<file path="config.mk">
export PLATFORM = sky130hd
export DESIGN_NAME = regs
export DESIGN_NICKNAME = d
export VERILOG_FILES = /design/src/rtl/regs_pkg.sv /design/src/rtl/regs_rport.sv /design/src/rtl/regs.sv
export SDC_FILE = /design/constraint.sdc
export NUM_CORES = 2
export LEC_CHECK = 0
export BUFFER_PORTS_ARGS = -buffer_cell sky130_fd_sc_hd__buf_2
export CAP_MARGIN = 25
export CELL_PAD_IN_SITES_DETAIL_PLACEMENT = 1
export CELL_PAD_IN_SITES_GLOBAL_PLACEMENT = 2
export CORE_MARGIN = 2
export CORE_UTILIZATION = 43
export CTS_BUF_LIST = sky130_fd_sc_hd__clkbuf_4
export DETAILED_ROUTE_END_ITERATION = 10
export GPL_ROUTABILITY_DRIVEN = 0
export PLACE_DENSITY_LB_ADDON = 0.1
export SETUP_SLACK_MARGIN = 0.1
export SKIP_CTS_REPAIR_TIMING = 1
export SLEW_MARGIN = 20
export SYNTH_ARGS = -nofsm -noshare
export SYNTH_HDL_FRONTEND = slang
export SYNTH_HIERARCHICAL = 1
export SYNTH_SLANG_ARGS = --single-unit
</file>
<file path="constraint.sdc">
create_clock -name clk -period 2.9 [get_ports clk]
set_clock_uncertainty 0.15 [all_clocks]
set_input_delay 0.145 -clock clk [delete_from_list [all_inputs] [get_ports clk]]
set_output_delay 0.145 -clock clk [all_outputs]
set_load 0.1 [all_outputs]
</file>
<file path="src/rtl/regs_pkg.sv">
// Shared constants for the RV32I integer register file.
package regs_pkg;

  localparam int unsigned RegNum   = 32;
  localparam int unsigned RegWidth = 32;
  localparam int unsigned RegAddrW = $clog2(RegNum);

  localparam logic [RegWidth-1:0] ZeroWord     = '0;
  localparam logic [RegAddrW-1:0] ZeroReg      = '0;
  localparam logic                WriteEnable  = 1'b1;
  localparam logic                WriteDisable = 1'b0;

endpackage

</file>
<file path="src/rtl/regs_rport.sv">
// Combinational read-port resolver: returns the post-write value of addr_i,
// honouring reset, x0, core-write bypass and debug-write bypass.
module regs_rport
  import regs_pkg::*;
#(
  parameter int unsigned AW = RegAddrW,
  parameter int unsigned DW = RegWidth
) (
  input  logic          rst_i,
  input  logic [AW-1:0] addr_i,
  input  logic [DW-1:0] mem_i,
  input  logic          core_wen_i,
  input  logic [AW-1:0] core_addr_i,
  input  logic [DW-1:0] core_data_i,
  input  logic          dbg_we_i,
  input  logic [AW-1:0] dbg_addr_i,
  input  logic [DW-1:0] dbg_wdata_i,
  output logic [DW-1:0] data_o
);

  logic core_hit;
  logic dbg_hit;
  logic dbg_collide;

  always_comb begin
    core_hit    = (core_wen_i == WriteEnable) && (core_addr_i == addr_i);
    dbg_collide = (core_wen_i == WriteEnable) && (core_addr_i == dbg_addr_i);
    dbg_hit     = (dbg_we_i == WriteEnable) && (dbg_addr_i == addr_i) && !dbg_collide;

    data_o = DW'(ZeroWord);
    if (rst_i || (addr_i == AW'(ZeroReg))) begin
      data_o = DW'(ZeroWord);
    end else if (core_hit) begin
      data_o = core_data_i;
    end else if (dbg_hit) begin
      data_o = dbg_wdata_i;
    end else begin
      data_o = mem_i;
    end
  end

endmodule

</file>
<file path="src/rtl/regs.sv">
// RV32I integer register file: x0 hardwired to zero, two bypassed
// combinational read ports, and a registered debug read/write port.
module regs
  import regs_pkg::*;
#(
  parameter  int unsigned REG_NUM = RegNum,
  parameter  int unsigned DATA_W  = RegWidth,
  localparam int unsigned AW      = $clog2(REG_NUM)
) (
  input  logic              clk,
  input  logic              rst,
  input  logic [AW-1:0]     rd_addr_i,
  input  logic [DATA_W-1:0] rd_data_i,
  input  logic              rd_wen_i,
  input  logic [AW-1:0]     reg1_raddr_i,
  input  logic [AW-1:0]     reg2_raddr_i,
  output logic [DATA_W-1:0] reg1_rdata_o,
  output logic [DATA_W-1:0] reg2_rdata_o,
  input  logic [AW-1:0]     dbg_addr_i,
  input  logic [DATA_W-1:0] dbg_wdata_i,
  input  logic              dbg_we_i,
  output logic [DATA_W-1:0] dbg_rdata_o,
  output logic              dbg_ack_o,
  output logic              dbg_drop_o
);

  logic [DATA_W-1:0] mem_q [REG_NUM];
  logic [DATA_W-1:0] mem_d [REG_NUM];
  logic [DATA_W-1:0] dbg_rdata_q, dbg_rdata_d;
  logic              dbg_ack_q, dbg_ack_d;
  logic              dbg_drop_q, dbg_drop_d;

  logic core_wr;
  logic dbg_collide;
  logic dbg_wr;

  always_comb begin
    core_wr     = (rd_wen_i == WriteEnable) && (rd_addr_i != AW'(ZeroReg));
    dbg_collide = (rd_wen_i == WriteEnable) && (rd_addr_i == dbg_addr_i);
    dbg_wr      = (dbg_we_i == WriteEnable) && (dbg_addr_i != AW'(ZeroReg)) && !dbg_collide;

    // Core write is applied last so it wins a same-address collision.
    mem_d = mem_q;
    if (dbg_wr) mem_d[dbg_addr_i] = dbg_wdata_i;
    if (core_wr) mem_d[rd_addr_i] = rd_data_i;

    dbg_ack_d  = dbg_we_i;
    dbg_drop_d = dbg_we_i && ((dbg_addr_i == AW'(ZeroReg)) || dbg_collide);
  end

  always_ff @(posedge clk) begin
    if (rst) begin
      for (int unsigned i = 0; i < REG_NUM; i++) mem_q[i] <= DATA_W'(ZeroWord);
      dbg_rdata_q <= DATA_W'(ZeroWord);
      dbg_ack_q   <= WriteDisable;
      dbg_drop_q  <= WriteDisable;
    end else begin
      mem_q       <= mem_d;
      dbg_rdata_q <= dbg_rdata_d;
      dbg_ack_q   <= dbg_ack_d;
      dbg_drop_q  <= dbg_drop_d;
    end
  end

  regs_rport #(.AW(AW), .DW(DATA_W)) u_rport1 (
    .rst_i       (rst),
    .addr_i      (reg1_raddr_i),
    .mem_i       (mem_q[reg1_raddr_i]),
    .core_wen_i  (rd_wen_i),
    .core_addr_i (rd_addr_i),
    .core_data_i (rd_data_i),
    .dbg_we_i    (dbg_we_i),
    .dbg_addr_i  (dbg_addr_i),
    .dbg_wdata_i (dbg_wdata_i),
    .data_o      (reg1_rdata_o)
  );

  regs_rport #(.AW(AW), .DW(DATA_W)) u_rport2 (
    .rst_i       (rst),
    .addr_i      (reg2_raddr_i),
    .mem_i       (mem_q[reg2_raddr_i]),
    .core_wen_i  (rd_wen_i),
    .core_addr_i (rd_addr_i),
    .core_data_i (rd_data_i),
    .dbg_we_i    (dbg_we_i),
    .dbg_addr_i  (dbg_addr_i),
    .dbg_wdata_i (dbg_wdata_i),
    .data_o      (reg2_rdata_o)
  );

  regs_rport #(.AW(AW), .DW(DATA_W)) u_rport_dbg (
    .rst_i       (rst),
    .addr_i      (dbg_addr_i),
    .mem_i       (mem_q[dbg_addr_i]),
    .core_wen_i  (rd_wen_i),
    .core_addr_i (rd_addr_i),
    .core_data_i (rd_data_i),
    .dbg_we_i    (dbg_we_i),
    .dbg_addr_i  (dbg_addr_i),
    .dbg_wdata_i (dbg_wdata_i),
    .data_o      (dbg_rdata_d)
  );

  assign dbg_rdata_o = dbg_rdata_q;
  assign dbg_ack_o   = dbg_ack_q;
  assign dbg_drop_o  = dbg_drop_q;

endmodule

</file>
Word level (Yosys, flattened, before mapping) --
Index checks and enable logic that the tools add are counted. W data, S select, Z words.
Operators by class: multipliers 0, divide/modulo/power cells 0, order comparisons 6, multiplexer cells 25, equal/unequal tests 5, bitwise logic cells 4, add/subtract/negate cells 0, shift-type cells 0, reductions and logical operators 25
Operators by type and width (count):
- $bwmux W1024 | 2
- $mux W1024 | 2
- $mux W32 | 16
- $bmux W32 S5 | 3
- $demux W32 S5 | 2
- $eq A5 B5 Y1 | 5
- $ge A6 B6 Y1 const B | 4
- $not A5 Y6 | 4
- $logic_not A5 Y1 | 3
- $logic_and A1 B1 Y1 | 14
- $lt A6 B1 Y1 const B | 2
- $reduce_bool A5 Y1 | 2
- $logic_or A1 B1 Y1 | 4
- $reduce_or A2 Y1 | 1
- $logic_not A1 Y1 | 1
Word-level totals: input bits 88, output and inout port bits 98, bits in writable memories 0, flip-flop bits (word level) 1058, memories kept 0, ROM bits 0, bits in latches 0

Depth between registers and ports, before layout --
word-level depth 9, mapped depth 10, depth with buffers taken out 7

Modules after synthesis --
The synthesis kept the hierarchy.
Modules (own cells, without submodules):
- regs | area an instance 70291.2 µm², cells an instance 6926, seq. area each 21180.3 µm², instances 1
- regs_rport | area an instance 902.1 µm², cells an instance 132, seq. area each 0.0 µm², instances 3

Least setup slack after synthesis --
OpenSTA, ideal clock, no wires.
kind input -> output, start point input reg2_raddr_i[1], end point output reg2_rdata_o[0], arrival 3.021 ns, buffers on the path 3, data required time 2.605 ns, stages 10, path slack -0.416 ns, path through clkbuf_1 > buf_2 > buf_2 > mux4_2 > mux2i_1 > nand2_1 > o21ai_0 > a21oi_1 > mux2i_1 > a21oi_1
Between the ends: word-level cells in the longest chain between the ends 7, elaborated cells between the ends (all ways) 14
Ends and longest elaborated chain:
- start, declared | RTL line regs.sv:16 | input logic [AW-1:0] reg2_raddr_i,
- $not A5 Y6 (not written as such) | RTL line regs.sv:81 | .mem_i (mem_q[reg2_raddr_i]),
- $bmux W32 S5 | RTL line regs.sv:81
- $mux W32 (not written as such) (2 in series) | RTL line regs.sv:81
- $mux W32 | RTL line regs_rport.sv:35 | end else if (dbg_hit) begin
- $mux W32 | RTL line regs_rport.sv:33 | end else if (core_hit) begin
- $mux W32 * | RTL line regs_rport.sv:31 | if (rst_i || (addr_i == AW'(ZeroReg))) begin
- end, declared | RTL line regs.sv:18 | output logic [DATA_W-1:0] reg2_rdata_o,
Mark *: on every way between the ends. The rest lies on a longest branch, timed or not. The select of a mux whose other input is x is not followed.

Worst setup path in the final report --
start point register mem_q[593] (netlist name), end point output reg1_rdata_o[17]
Between the ends: word-level cells in the longest chain between the ends 6
Ends and longest elaborated chain:
- start, declared | RTL line regs.sv:27 | logic [DATA_W-1:0] mem_q [REG_NUM];
- start signal, assigned | RTL line regs.sv:58 | mem_q <= mem_d;
- $bmux W32 S5 | RTL line regs.sv:68 | .mem_i (mem_q[reg1_raddr_i]),
- $mux W32 (not written as such) (2 in series) | RTL line regs.sv:68
- $mux W32 | RTL line regs_rport.sv:35
- $mux W32 | RTL line regs_rport.sv:33
- $mux W32 | RTL line regs_rport.sv:31
- end, declared | RTL line regs.sv:17 | output logic [DATA_W-1:0] reg1_rdata_o,
Every way passes these cells. The select of a mux whose other input is x is not followed.

==> out/metrics.yaml <==
run_status:
  status: "finished, violations left"
  violations: "hold timing, setup timing"
clock_network:
  clk_pin_slew_ns: 0.07
  worst_skew_pair.late_latency_ns: 1.48
  cts_tree: "built"
  clock_path_buffers: 4
  clk_root_buffer_cell: "clkbuf_4"
  cts_made_buffers: 336
  htree_num_levels: 5
  numClockSinks: 1058
power_and_ir_drop:
  p_leak_nw: 30.6
  p_per_area_mw_per_mm2: 419
  power_mw: 37.4
  ir_worst_vdd_mv: 0.416
finish:
  drive_above_1_share: 0.344
  fillers: 18100
  multiInputGateArea_mm2: 0.0496
  fin_cells: 10200
  nets: 7812
  final_cell_area_mm2: 0.0893
  fin_util: 0.528
  ff_latch_area_mm2: 0.0215
  area_growth_pct: 22.3
floorplan:
  dieHeight_um: 416
  boundaryPins: 186
  core_mm2: 0.169
  dieWidth_um: 416
  rows: 151
  initial_utilization: 0.432
  die_area_mm2: 0.173
timing:
  worstMarginPinSlew_ns: 1.20
  hold_violations: 8
  final.period_utilization: 1.37
  fin_crit_ns: 3.96
  finalMaxSlewViolations: 0
  rsz0062_at_grt: "true"
  fin_tns_setup_ns: -58.28
  hold_ws_ns: -0.0358
  setup_viol: 77
  slew-limit-headroom: 0.195
  fmaxAchievable_mhz: 252
  setup_ws_ns: -1.06
synth:
  synth_cell_types: 46
  syn_inst: 7322
  syn_area_mm2: 0.0730
  synth-seq-cells: 1058
  syn_avg_cell_area_um2: 9.97
  yosysTopAreaCell: "dfxtp_1"
  synth_ff_type: "dfxtp_1"
  seq_area_frac_synth: 0.290
  yosysWarningCount: 6
  synthTopCellsByArea: "dfxtp_1 (29%), mux4_2 (24%), mux2i_1 (13%)"
  synthArstFlopShare: 0
  synth-edff-count: 0
  synth_top_cell_area_share: 0.290
  syn_nets: 7410
placed_design:
  dpl.hpwl_um: 244000
  dpl_worst_slack_ns: -0.452
  place_area_mm2: 0.0814
  portBuffers: 185
  placed_cells_incl_taps: 9392
routing:
  antenna_left: 0
  drcViolationCount: 0
  drt-total-wl_um: 396000
  vias_per_cell: 7.19
  drt_iter0_markers: 9983
  wl_per_cell_um: 38.8
  drt-pass1-iter-count: 6
  via_count: 73300
setup_path:
  crit_path_end_kind: "primary output"
  crit_end: "reg1_rdata_o[17]"
  critPathRequiredTime_ns: 2.61
  criticalPathCategory: "reg -> out"
  startpoint: "mem_q[593]$_SDFF_PP0_"
  timing.rr.end: "dbg_rdata_o[3]$_SDFF_PP0_"
  reg2regPathDepth: 7
  cp-start-kind: "flip-flop"
  cp.arrival_ns: 3.67
  r2r_setup_slack_ns: 0.41
  critPathMaxFanout: 4
  r2r_start: "mem_q[771]$_SDFF_PP0_"
global_route:
  grt_pass1_vias: 71700
  grt_pass1_wl_um: 543000
  grt_max_degree: 148
  grt_antenna_before_repair: 20
  track_usage: 0.435
  grt_overflow_total: 0
worst_hold_path:
  hold_class: "in -> reg"
flow_run:
  maxCapViolCount: 0
## critical path, cell delays in order (launching register included)
cell	delay, ns
dfxtp_1	0.35
mux4_2	0.46
mux2_2	0.27
o21ai_0	0.26
a21oi_1	0.27
mux2i_1	0.26
a21oi_2	0.11
buf_12	0.19
## kinds of logic (layout without fill, tap and decap cells)
| logic type | after synthesis | after routing | share of synthesized area |
|---|---|---|---|
| flops | 1058 | 1058 | 0.290 |
| simple gates | 1900 | 1900 | 0.103 |
| other cells | 0 | 21 | 0 |
| xor+xnor | 50 | 50 | 0.00600 |
| mux | 1824 | 1824 | 0.384 |
| compound gates | 1551 | 1551 | 0.157 |
| buf+inv | 939 | 1570 | 0.0602 |
## cell usage after synthesis (30+ instances only)
cell type / instances
buf_1: 95
nand2_1: 688
a211oi_1: 768
mux2i_1: 928
mux4_2: 768
nor2b_1: 68
clkbuf_1: 595
buf_8: 30
a311oi_1: 288
a21oi_1: 165
mux2_2: 128
o21ai_0: 160
a22oi_1: 129
nand4_1: 36
buf_6: 33
nor2_1: 1069
buf_2: 169
dfxtp_1: 1058
## report_power, final
group	total, mW	internal [mW]	switching, mW
clock	15.4	7.58	7.83
sequential	15.1	14.8	0.309
combinational	6.89	2.53	4.36
total	37.4	24.9	12.5
## cell usage in the layout, fill, tap and decap left out, types with 7 or more instances in the layout
master,synthesis,routed
mux2i_2,0,32
nor2b_1,68,68
a21oi_2,6,91
nor2_1,1069,1061
o211ai_1,7,7
nand2_1,688,657
xor2_1,24,24
buf_8,30,9
buf_6,33,10
a211oi_1,768,709
a211oi_2,11,41
buf_12,1,284
a22oi_1,129,129
o21ai_1,0,16
a21oi_1,165,46
a311oi_1,288,288
a211oi_4,12,41
nand2_4,0,31
buf_4,16,392
mux4_2,768,768
nand4_1,36,36
clkbuf_4,0,469
a21oi_4,0,34
buf_2,169,108
mux2_4,0,42
dlygate4sd3_1,0,199
dfxtp_2,0,199
dfxtp_4,0,9
o21ai_2,0,25
o21ai_0,160,111
mux2_2,128,86
mux2i_4,0,10
mux2i_1,928,886
xnor2_1,26,26
dfxtp_1,1058,850
clkinv_1,0,85
nor2_2,0,7
diode_2,0,21
o21ai_4,0,8
## sequential cells by signal, indices dropped and copies added, names as in the netlist
signal / cells
dbg_ack_o: 1
dbg_drop_o: 1
dbg_rdata_o: 32
mem_q: 1024
## area by class of cell
type                       instances  share of cell area
clock buffer                     469              0.0394
antenna                           21            0.000589
clock inverter                    98             0.00481
tap                             2218              0.0311
multi-input combinational       5325               0.556
sequential                      1058               0.240
timing repair buffer            1003               0.128
## worst min path at each step
stage,start,endpoint,slack [ns],cells past startpoint
2_1_floorplan,rd_data_i[0],mem_q[0]$_SDFF_PP0_,0.18,2
3_3_place_gp,mem_q[1013]$_SDFF_PP0_,mem_q[1013]$_SDFF_PP0_,0.32,1
3_5_place_dp,rd_data_i[22],mem_q[918]$_SDFF_PP0_,0.34,3
4_1_cts,rd_data_i[22],mem_q[886]$_SDFF_PP0_,-1.21,3
5_1_grt,dbg_addr_i[4],dbg_rdata_o[1]$_SDFF_PP0_,-0.02,8
6_report,dbg_addr_i[2],mem_q[862]$_SDFF_PP0_,-0.04,7
## per-layer routing
layer	part of all wire	vias up	routed length, um	global-route usage
met5	0.00022	-	86	0
met4	0.076	14	30000	0.286
met3	0.11	1431	45000	0.111
met2	0.43	5288	171000	0.644
met1	0.38	37600	149000	0.562
li1	-	28900	-	-
Note: power is estimated with default switching activity, not from simulation.
